==> src/rtl/serial_addsub.sv <==
// serial_addsub: bit-serial add/subtract, LSB first, one bit per clock,
// built around a single full-adder/full-subtractor slice.
//
// Ports:
//   clk, rst_n   clock, asynchronous active-low reset
//   start        request; sampled only while idle
//   mode         0 = a-b-bin, 1 = a+b+bin; latched on accept
//   a, b         WIDTH-bit operands; latched on accept
//   bin          borrow-in (sub) / carry-in (add); latched on accept
//   busy         high while bits are being processed
//   done         one-cycle pulse; result/cout/ovf valid from this cycle
//   result       last completed result
//   cout         borrow-out (sub) / carry-out (add) of the MSB
//   ovf          two's-complement overflow of the last completed operation
module serial_addsub #(
   parameter int unsigned WIDTH = 8,
   parameter int unsigned CW    = $clog2(WIDTH)
) (
   input  logic             clk,
   input  logic             rst_n,
   input  logic             start,
   input  logic             mode,
   input  logic [WIDTH-1:0] a,
   input  logic [WIDTH-1:0] b,
   input  logic             bin,
   output logic             busy,
   output logic             done,
   output logic [WIDTH-1:0] result,
   output logic             cout,
   output logic             ovf
);

   typedef enum logic [1:0] {
      IDLE = 2'd0,
      RUN  = 2'd1,
      FIN  = 2'd2
   } state_t;

   localparam logic [CW-1:0] LAST_BIT = CW'(WIDTH - 1);

   state_t           state;
   logic [CW-1:0]    cnt;
   logic [WIDTH-1:0] a_sh;
   logic [WIDTH-1:0] b_sh;
   logic [WIDTH-1:0] r_sh;
   logic             c;
   logic             mode_r;

   // single-bit slice results
   logic             ai;
   logic             bi;
   logic             x;
   logic             bit_c;
   logic             c_nxt;

   // Full-adder / full-subtractor slice on the current LSBs
   always_comb begin
      ai    = a_sh[0];
      bi    = b_sh[0];
      x     = ai ^ bi;
      bit_c = x ^ c;
      c_nxt = 1'b0;
      if (mode_r) begin
         c_nxt = (ai & bi) | (c & x);
      end else begin
         c_nxt = (~x & c) | (~ai & bi);
      end
   end

   // Control FSM, operand/result shift registers and registered outputs
   always_ff @(posedge clk or negedge rst_n) begin
      if (!rst_n) begin
         state  <= IDLE;
         cnt    <= '0;
         a_sh   <= '0;
         b_sh   <= '0;
         r_sh   <= '0;
         c      <= 1'b0;
         mode_r <= 1'b0;
         busy   <= 1'b0;
         done   <= 1'b0;
         result <= '0;
         cout   <= 1'b0;
         ovf    <= 1'b0;
      end else begin
         done <= 1'b0;
         case (state)
            IDLE: begin
               if (start) begin
                  a_sh   <= a;
                  b_sh   <= b;
                  c      <= bin;
                  mode_r <= mode;
                  cnt    <= '0;
                  busy   <= 1'b1;
                  state  <= RUN;
               end
            end
            RUN: begin
               a_sh <= a_sh >> 1;
               b_sh <= b_sh >> 1;
               r_sh <= {bit_c, r_sh[WIDTH-1:1]};
               c    <= c_nxt;
               if (cnt == LAST_BIT) begin
                  result <= {bit_c, r_sh[WIDTH-1:1]};
                  cout   <= c_nxt;
                  // c still holds the carry/borrow into the MSB here
                  ovf    <= c ^ c_nxt;
                  busy   <= 1'b0;
                  done   <= 1'b1;
                  state  <= FIN;
               end else begin
                  cnt <= cnt + CW'(1);
               end
            end
            FIN: begin
               state <= IDLE;
            end
            default: begin
               state <= IDLE;
               busy  <= 1'b0;
            end
         endcase
      end
   end

endmodule

==> config.mk <==
export PLATFORM = sky130hd
export DESIGN_NAME = serial_addsub
export DESIGN_NICKNAME = d
export VERILOG_FILES = /design/src/rtl/serial_addsub.sv
export SDC_FILE = /design/constraint.sdc
export NUM_CORES = 1
export LEC_CHECK = 0
export CORE_MARGIN = 1.5
export CORE_UTILIZATION = 56
export CTS_CLUSTER_DIAMETER = 120
export DETAILED_ROUTE_END_ITERATION = 10
export PLACE_DENSITY_LB_ADDON = 0.12
export SETUP_SLACK_MARGIN = 0.02
export SYNTH_ARGS = -nofsm -noshare
export SYNTH_HDL_FRONTEND = slang
export SYNTH_SLANG_ARGS = --single-unit
export TNS_END_PERCENT = 1
==> constraint.sdc <==
create_clock -name clk -period 4.1 [get_ports clk]
set_clock_uncertainty 0.05 [all_clocks]
set_input_delay 0.82 -clock clk [delete_from_list [all_inputs] [get_ports clk]]
set_output_delay 0.82 -clock clk [all_outputs]
set_load 0.005 [all_outputs]
; ---- After elaboration in Yosys (flattened, before gate mapping)
; Cells that the tools add are included.
[classes]
n_addsub = 1
shift = 0
div = 0
muxes = 18
magnitude_cmp = 0
n_bitwise = 12
n_reduce_logical = 8
eq_ne = 6
multipliers = 0
[ops]
columns = cell, n
row1 = case mux 8 bit (2 select lines), 2
row2 = two-way mux 8 bit, 2
row3 = AND reduction 2 bit, 4
row4 = two-way mux 1 bit, 6
row5 = two-way mux 3 bit, 2
row6 = inequality test 2 bit (second input constant), 3
row7 = case mux 3 bit (2 select lines), 1
row8 = AND reduction 3 bit, 2
row9 = bitwise AND 1 bit, 4
row10 = two-way mux 2 bit, 2
row11 = case mux 2 bit (2 select lines), 1
row12 = adder 3 x 1 -> 3 bit (second input constant), 1
row13 = equality test 3 bit (second input constant), 1
row14 = NOT 1 bit, 3
row15 = case mux 1 bit (3 select lines), 1
row16 = bitwise XOR 1 bit, 3
row17 = equality test 2 x 1 -> 1 bit (second input constant), 1
row18 = equality test 2 bit (second input constant), 1
row19 = logical NOT 2 bit, 1
row20 = bitwise OR 1 bit, 2
row21 = case mux 1 bit (2 select lines), 1
row22 = nonzero test 2 bit, 1
[totals]
mem_bits_rw = 0
romBits = 0
latch_bits = 0
n_memories = 0
ff_bits = 43
in_bits = 21
out_inout_bits = 12

; ---- Longest topological paths before layout
; Gate-level depths: netlist of run 1.
[depth]
ltp_word = 6
depth_mapped = 6
depth_no_buf = 5

; ---- Worst setup path before layout of run 1
; No wires, ideal clock.
[synth_path]
path_kind = input to register
from = in start
to = reg mode_r
cell_stages = 4
setup_ns = 0.125
t_arrival_ns = 1.489
setup_slack_ns = 2.436
n_path_buf = 1
path_cell_list = nor2b_2 -> buf_6 -> nor2b_4 -> mux2_4
[synth_between]
elab_chain_cells = 1
[synth_lines]
columns = element, line
row1 = start: declaration, 21  ; input logic start,
row2 = AND reduction 2 bit (no line), --
row3 = end signal: assignment, 93  ; mode_r <= mode;
row4 = end: declaration, 47  ; logic mode_r;
; No other way between the ends.
; A chain may end at the register's enable or synchronous reset.

; ---- Final worst setup path of run 1
[layout_path]
from = in start
to = reg cnt[0]
[layout_between]
elab_chain_cells = 2
[layout_lines]
columns = element, line
row1 = inequality test 2 bit (no line), --
row2 = AND reduction 3 bit (no line), --
row3 = end signal: assignment, 113  ; cnt <= cnt + CW'(1);
row4 = end: declaration, 42  ; logic [CW-1:0] cnt;
; No other way between the ends.

==> key figures, run 1 <==
Run status
  • Status: completed

Final layout
  • Most common cell after layout, fill and taps aside: dfrtp_1
  • Number of fill cells in the layout: approximately 250
  • Ant. Diodes: 0
  • Multi-input logic area: roughly 800 um2
  • Layout cell share with drive strength beyond 1: 0.110
  • Most frequent cells in the layout: dfrtp_1, clkdlybuf4s50_1, nand2_1
  • Nets: around 230
  • Layout area overhead: 21.7%
  • Reg area: about 0.0011 mm2

Clock network
  • Number of CTS-inserted buffers: 5
  • Hold Buf Count CTS: 0
  • Skew-Pair Late Insertion Delay: between 300 and 400 ps
  • H-tree depth: 2
  • TritonCTS Sinks: 42
  • Clk root buf: clkbuf_4
  • TritonCTS clock tree: built
  • CTS Buffer Depth: 2
  • Resized cells post-CTS: 0
  • Clk slew on worst S/H paths: approximately 120 ps
  • Post-CTS Setup Repair Bufs: 0

Place
  • Port bufs: 32
  • Routability cong.: about 0.76
  • Detailed placement HPWL: approximately 2500 um
  • Placement Setup Slack: around 1500 ps

Detailed routing
  • Via count: ~1400
  • Wirelength per Cell: roughly 15 um
  • DRT Pass-1 Iters: 4
  • Final WL: between 3000 and 4000 um
  • DR vias/cell: 5.38
  • Residual DRC count: 0
  • ANT nets after route: 0
  • 1st-iter DRT viols: 55

Run
  • Max_cap viols: 0

Die
  • Die area: 0.00386 mm2
  • Site row count: 21
  • Die height: approximately 62 um
  • Starting Density: 0.586
  • Die W: 62.1 um
  • Total I/O pin count: 33
  • Core area: around 0.0033 mm2

Setup path
  • Arrival @ worst endpoint: between 2000 and 2500 ps
  • Critical path class: primary input to flop
  • Critical Path Start Type: primary input
  • Critical path's slowest cell: clkdlybuf4s50_1
  • Crit-path max FO: 17
  • Worst Path Required: ~4300 ps
  • Delay-heaviest family, CP: buffers and inverters
  • Slowest cell delay on critical path: about 810 ps
  • Critical path endpoint category: flop
  • R2R Setup Slk: roughly 1900 ps
  • Crit path buf inv count: 1
  • CP cell instances: clkdlybuf4s50_1, nor2b_1, o21bai_1, mux2_2

STA
  • Final worst slack: 1910 ps
  • Max Freq: 457 MHz
  • Worst-Margin Slew: just over 900 ps
  • Final Hold Fails: 0
  • Final Max Tran Viols: 0
  • Final setup fails: 0
  • Min Clock Period, post-route: around 2200 ps
  • Unrepaired setup endpoints after global routing: false
  • Period utilisation layout: 0.533
  • Total negative slack: 0 ps
  • Slew margin rel.: 0.387

Global routing
  • Met3 Track Usage GR: 0.0562
  • Vias in the first global route: 1370
  • Total track usage: 0.212
  • Global route total overflow: 0
  • Grt peak-use layer: met2
  • First-pass GRT wire length: 6440 um
  • GR met1 Demand/Resource: 0.260
  • Largest net degree at the start of global routing: 43
  • Antenna violations before repair: 0
  • M2 GR Usage: 0.371

Pwr
  • Leak: between 1 and 1.5 nW
  • Peak supply drop: around 0.00034 V
  • Tot Pwr: 0.00171 W
  • Cell Pwr Density: ~700 mW/mm2

Logic synthesis
  • Mapped Area: 0.00196 mm2
  • Synth Warn #: 0
  • Synth unique cells: 26
  • Cells after synthesis: 179
  • Syn_nets: roughly 200
  • Sequential-to-total area share from yosys stat: 0.537
  • #FFs+latches synth: between 40 and 50
  • Avg Cell Area, Syn: between 10 and 15 um2

Hold path
  • Hold Path Class: flop to flop
routing by layer:
metal / part of all wire / wire (um) / vias up
li1: - / - / 674
met2: 0.51 / 1910 / 39
met3: 0.047 / 175 / 2
met1: 0.44 / 1640 / 663
met5: 0 / 0 / -
met4: 0.0059 / 22 / 0
final timing paths:
kind | from | to | depth (start not counted)
max | start | cnt[0] | 4
min | r_sh[1] | r_sh[1] | 2
max reg2reg | state[0] | result[7] | 2
min reg2reg | r_sh[1] | r_sh[1] | 2
max in group asynchronous | rst_n | a_sh[0] | 1
min in group asynchronous | rst_n | result[0] | 1
worst min-delay path, delay by kind of cell, from the launching register on:
family        cells  cell delay (ps)
flops             1              370
simple gates      2              110
Yosys cell counts:
master     instances  area share
or3_1              1      0.0032
nor2_1             3      0.0058
o21bai_1           3       0.012
nor2b_1           13       0.042
o21ai_1            9       0.023
inv_1              5      0.0096
buf_2              8       0.020
nor2b_2            1      0.0045
nand3b_1           1      0.0038
o21ai_0            8       0.020
dfrtp_1           42        0.54
and2b_1            4       0.015
a21oi_1           13       0.033
nand2b_1           1      0.0032
o31ai_1            2      0.0077
nand2_1           27       0.052
mux2_4             7       0.054
a31oi_1            1      0.0032
mux2_2             3       0.017
ha_1               2       0.013
a2bb2oi_1          2      0.0090
a22o_1             3       0.013
nor2b_4            1      0.0070
a22oi_1           14       0.054
buf_6              3       0.017
fa_1               2       0.020
registers in the layout, indices dropped and copies added (netlist names), 2 cells and up:
signal	count
state	2
a_sh	8
result	8
cnt	3
r_sh	7
b_sh	8
kinds of logic (layout without fill, tap and decap cells):
logic type	after synthesis	in the layout	share of synthesized area
AOI/OAI and AO/OA	55	55	0.175
adders and majority gates	4	4	0.0332
buffers and inverters	16	47	0.0473
DFF	42	42	0.537
muxes	10	10	0.0710
and+or+nand+nor	52	52	0.136
area by class of cell:
class                   count  share of cell area
flip-flops and latches     42               0.441
clock inverters             2              0.0252
inverters                   5             0.00788
repair buffers             34               0.139
well taps                  46              0.0242
multi-input cells         121               0.341
clock buffers               6              0.0215
metrics by stage:
stage          instance area, um2  hold slack [ps]  utilization  std cells
2_1_floorplan                1960              396            -        179
3_3_place_gp                 2270              414        0.681        248
3_5_place_dp                 2270              439        0.681        248
4_1_cts                      2380              468        0.714        256
5_1_grt                      2380              490        0.714        256
6_report                     2380              457        0.714        256
report_power, final:
group	switching (W)	internal [W]	leakage (nW)
Clock	0.000131	0.000207	0.0585
Sequential	0.000162	0.000586	0.532
Combinational	0.000276	0.000344	0.511
Power figures use the tool's default switching activity.
==> run 2: changes to the inputs <==
--- a/config.mk
+++ b/config.mk
@@ -6,7 +6,7 @@
 export NUM_CORES = 1
 export LEC_CHECK = 0
 export CORE_MARGIN = 1.5
-export CORE_UTILIZATION = 56
+export CORE_UTILIZATION = 47
 export CTS_CLUSTER_DIAMETER = 120
 export DETAILED_ROUTE_END_ITERATION = 10
 export PLACE_DENSITY_LB_ADDON = 0.12
==> constraint.sdc (replaced) <==
create_clock -name clk -period 2 [get_ports clk]
set_clock_uncertainty 0.05 [all_clocks]
set_input_delay 0.4 -clock clk [delete_from_list [all_inputs] [get_ports clk]]
set_output_delay 0.4 -clock clk [all_outputs]
set_load 0.005 [all_outputs]
==> key figures, run 2 (synthesis gave the netlist of run 1 again) <==
Run status
  • Status: completed

Die
  • Total I/O pin count: 33 (unchanged)
  • Core area: 0.00400 mm2 (+20%)
  • Starting Density: 0.489 (-0.0972)
  • Site row count: 23 (+9.5%)
  • Die area: 0.00456 mm2 (+18%)
  • Die height: 67.5 um (+8.7%)
  • Die W: 67.5 um (+8.7%)

Detailed routing
  • DRT Pass-1 Iters: 4 (unchanged)
  • 1st-iter DRT viols: 92 (+67%)
  • Wirelength per Cell: 14.2 um (-2.7%)
  • Via count: 1417 (+2.8%)
  • Final WL: 3830 um (+2.3%)
  • DR vias/cell: 5.27 (-2.1%)
  • Residual DRC count: 0 (unchanged)
  • ANT nets after route: 0 (unchanged)

Clock network
  • Clk slew on worst S/H paths: 70 ps (-50 ps)
  • TritonCTS clock tree: built
  • Post-CTS Setup Repair Bufs: 0 (unchanged)
  • TritonCTS Sinks: 42 (unchanged)
  • Hold Buf Count CTS: 0 (unchanged)
  • Clk root buf: clkbuf_8
  • Number of CTS-inserted buffers: 5 (unchanged)
  • Resized cells post-CTS: 0 (unchanged)
  • Skew-Pair Late Insertion Delay: 280 ps (-70 ps)
  • H-tree depth: 2 (unchanged)
  • CTS Buffer Depth: 2 (unchanged)

Pwr
  • Switching share of power: 0.339 (+0.00562)
  • Tot Pwr: 0.00339 W (+99%)
  • Internal Pwr Total: 0.00224 W (+97%)
  • Sw Pwr: 0.00115 W (+100%)
  • Clk pwr share: 0.161 (-0.037)
  • Power share of the sequential group: 0.430 (-0.008)
  • Cell Pwr Density: 1390 mW/mm2 (+95%)
  • Leak: 1.13 nW (+3.0%)
  • Peak supply drop: 0.000660 V (+92%)
  • Combinational share of power: 0.408 (+0.044)

Setup path
  • Critical path class: flop to flop
  • Critical path endpoint category: flop
  • FF-to-FF End: result[2]
  • Crit-path max FO: 12 (-5)
  • Worst Path Required: 2120 ps (-2190 ps)
  • Reg2Reg Launch Point: cnt[0]
  • Arrival @ worst endpoint: 1800 ps (-590 ps)
  • Critical Path Start Type: flop
  • Reg2reg path depth: 5 (+3)
  • R2R Setup Slk: 330 ps (-1610 ps)

Global routing
  • Vias in the first global route: 1421 (+3.7%)
  • Total track usage: 0.195 (-0.0162)
  • Antenna violations before repair: 0 (unchanged)
  • First-pass GRT wire length: 6670 um (+3.5%)
  • Largest net degree at the start of global routing: 27 (-37%)
  • Global route total overflow: 0 (unchanged)

Final layout
  • Most common cell after layout, fill and taps aside: dfrtp_1
  • Top flop regs: a_sh x8, b_sh x8, result x8
  • Layout area overhead: 24.4%
  • Most frequent cells in the layout: dfrtp_1, clkdlybuf4s50_1, nand2_1
  • Layout cell share with drive strength beyond 1: 0.142 (+0.0320)
  • Nets: 243 (+3.8%)
  • Ant. Diodes: 0 (unchanged)
  • Reg area: 0.00105 mm2 (unchanged)
  • Number of fill cells in the layout: 347 (+38%)
  • Multi-input logic area: 813 um2 (unchanged)
  • Final instance area: 0.00243 mm2 (+2.2%)

Place
  • Area post-placement: 0.00234 mm2 (+3.2%)
  • Port bufs: 32 (unchanged)
  • Placement Setup Slack: 200 ps (-1340 ps)
  • Routability cong.: 0.823 (+8.9%)
  • Detailed placement HPWL: 2770 um (+8.7%)

STA
  • Max Freq: about 600 MHz
  • Final Hold Fails: 0 (unchanged)
  • Min Clock Period, post-route: about 1700 ps
  • Final setup fails: 0 (unchanged)
  • Final worst slack: 327 ps (-1590 ps)
  • Unrepaired setup endpoints after global routing: false
  • Final Max Tran Viols: 0 (unchanged)
  • Total negative slack: 0 ps (unchanged)
  • Slew margin rel.: 0.631 (+0.244)
  • Period utilisation layout: 0.837
  • Worst-Margin Slew: 554 ps (-365 ps)

Run
  • Max_cap viols: 0 (unchanged)

Hold path
  • Hold Path Class: primary input to async pin
-- run 2: area by class of cell --
cell class / count / share of cell area
well taps: 50 / 0.0257
multi-input cells: 121 / 0.334
flip-flops and latches: 42 / 0.432
clock buffers: 7 / 0.0355
inverters: 5 / 0.00771
repair buffers: 43 / 0.163
clock inverters: 1 / 0.00206
-- run 2: worst max-delay path: stages (launching register included) --
cell and delay, ps:
dfrtp_1 400, ha_1 200, ha_1 240, nand3b_1 100
buf_4 220, mux2_2 350
-- run 2: power groups by stage --
stage,clock [W],combinational (W),sequential (W)
2_1_floorplan,0,0.000931,0.00142
3_3_place_gp,0,0.00136,0.00146
3_5_place_dp,0,0.00141,0.00148
4_1_cts,0.000565,0.00141,0.00146
5_1_grt,0.000604,0.00156,0.00152
6_report,0.000547,0.00139,0.00146
-- run 2: how the worst max path moves through the flow --
stage / from / end / cells after the start
finish: cnt[0] / result[2] / 5
global route: cnt[0] / result[2] / 5
CTS: cnt[0] / result[2] / 5
detailed placement: start / cnt[0] / 4
global placement: start / cnt[0] / 4
floorplan: cnt[0] / result[0] / 5
-- run 2: stage by stage --
stage          hold slack (ps)  instances  utilization
2_1_floorplan             54.4        179            -
3_3_place_gp               369        261        0.586
3_5_place_dp               375        261        0.586
4_1_cts                   63.7        269        0.609
5_1_grt                   87.8        269        0.609
6_report                  45.2        269        0.609
-- run 2: routing by layer --
metal,track usage,share of wire
met5,0,0
met4,0.0536,0.0063
met3,0.0450,0.033
met2,0.333,0.50
met1,0.248,0.46
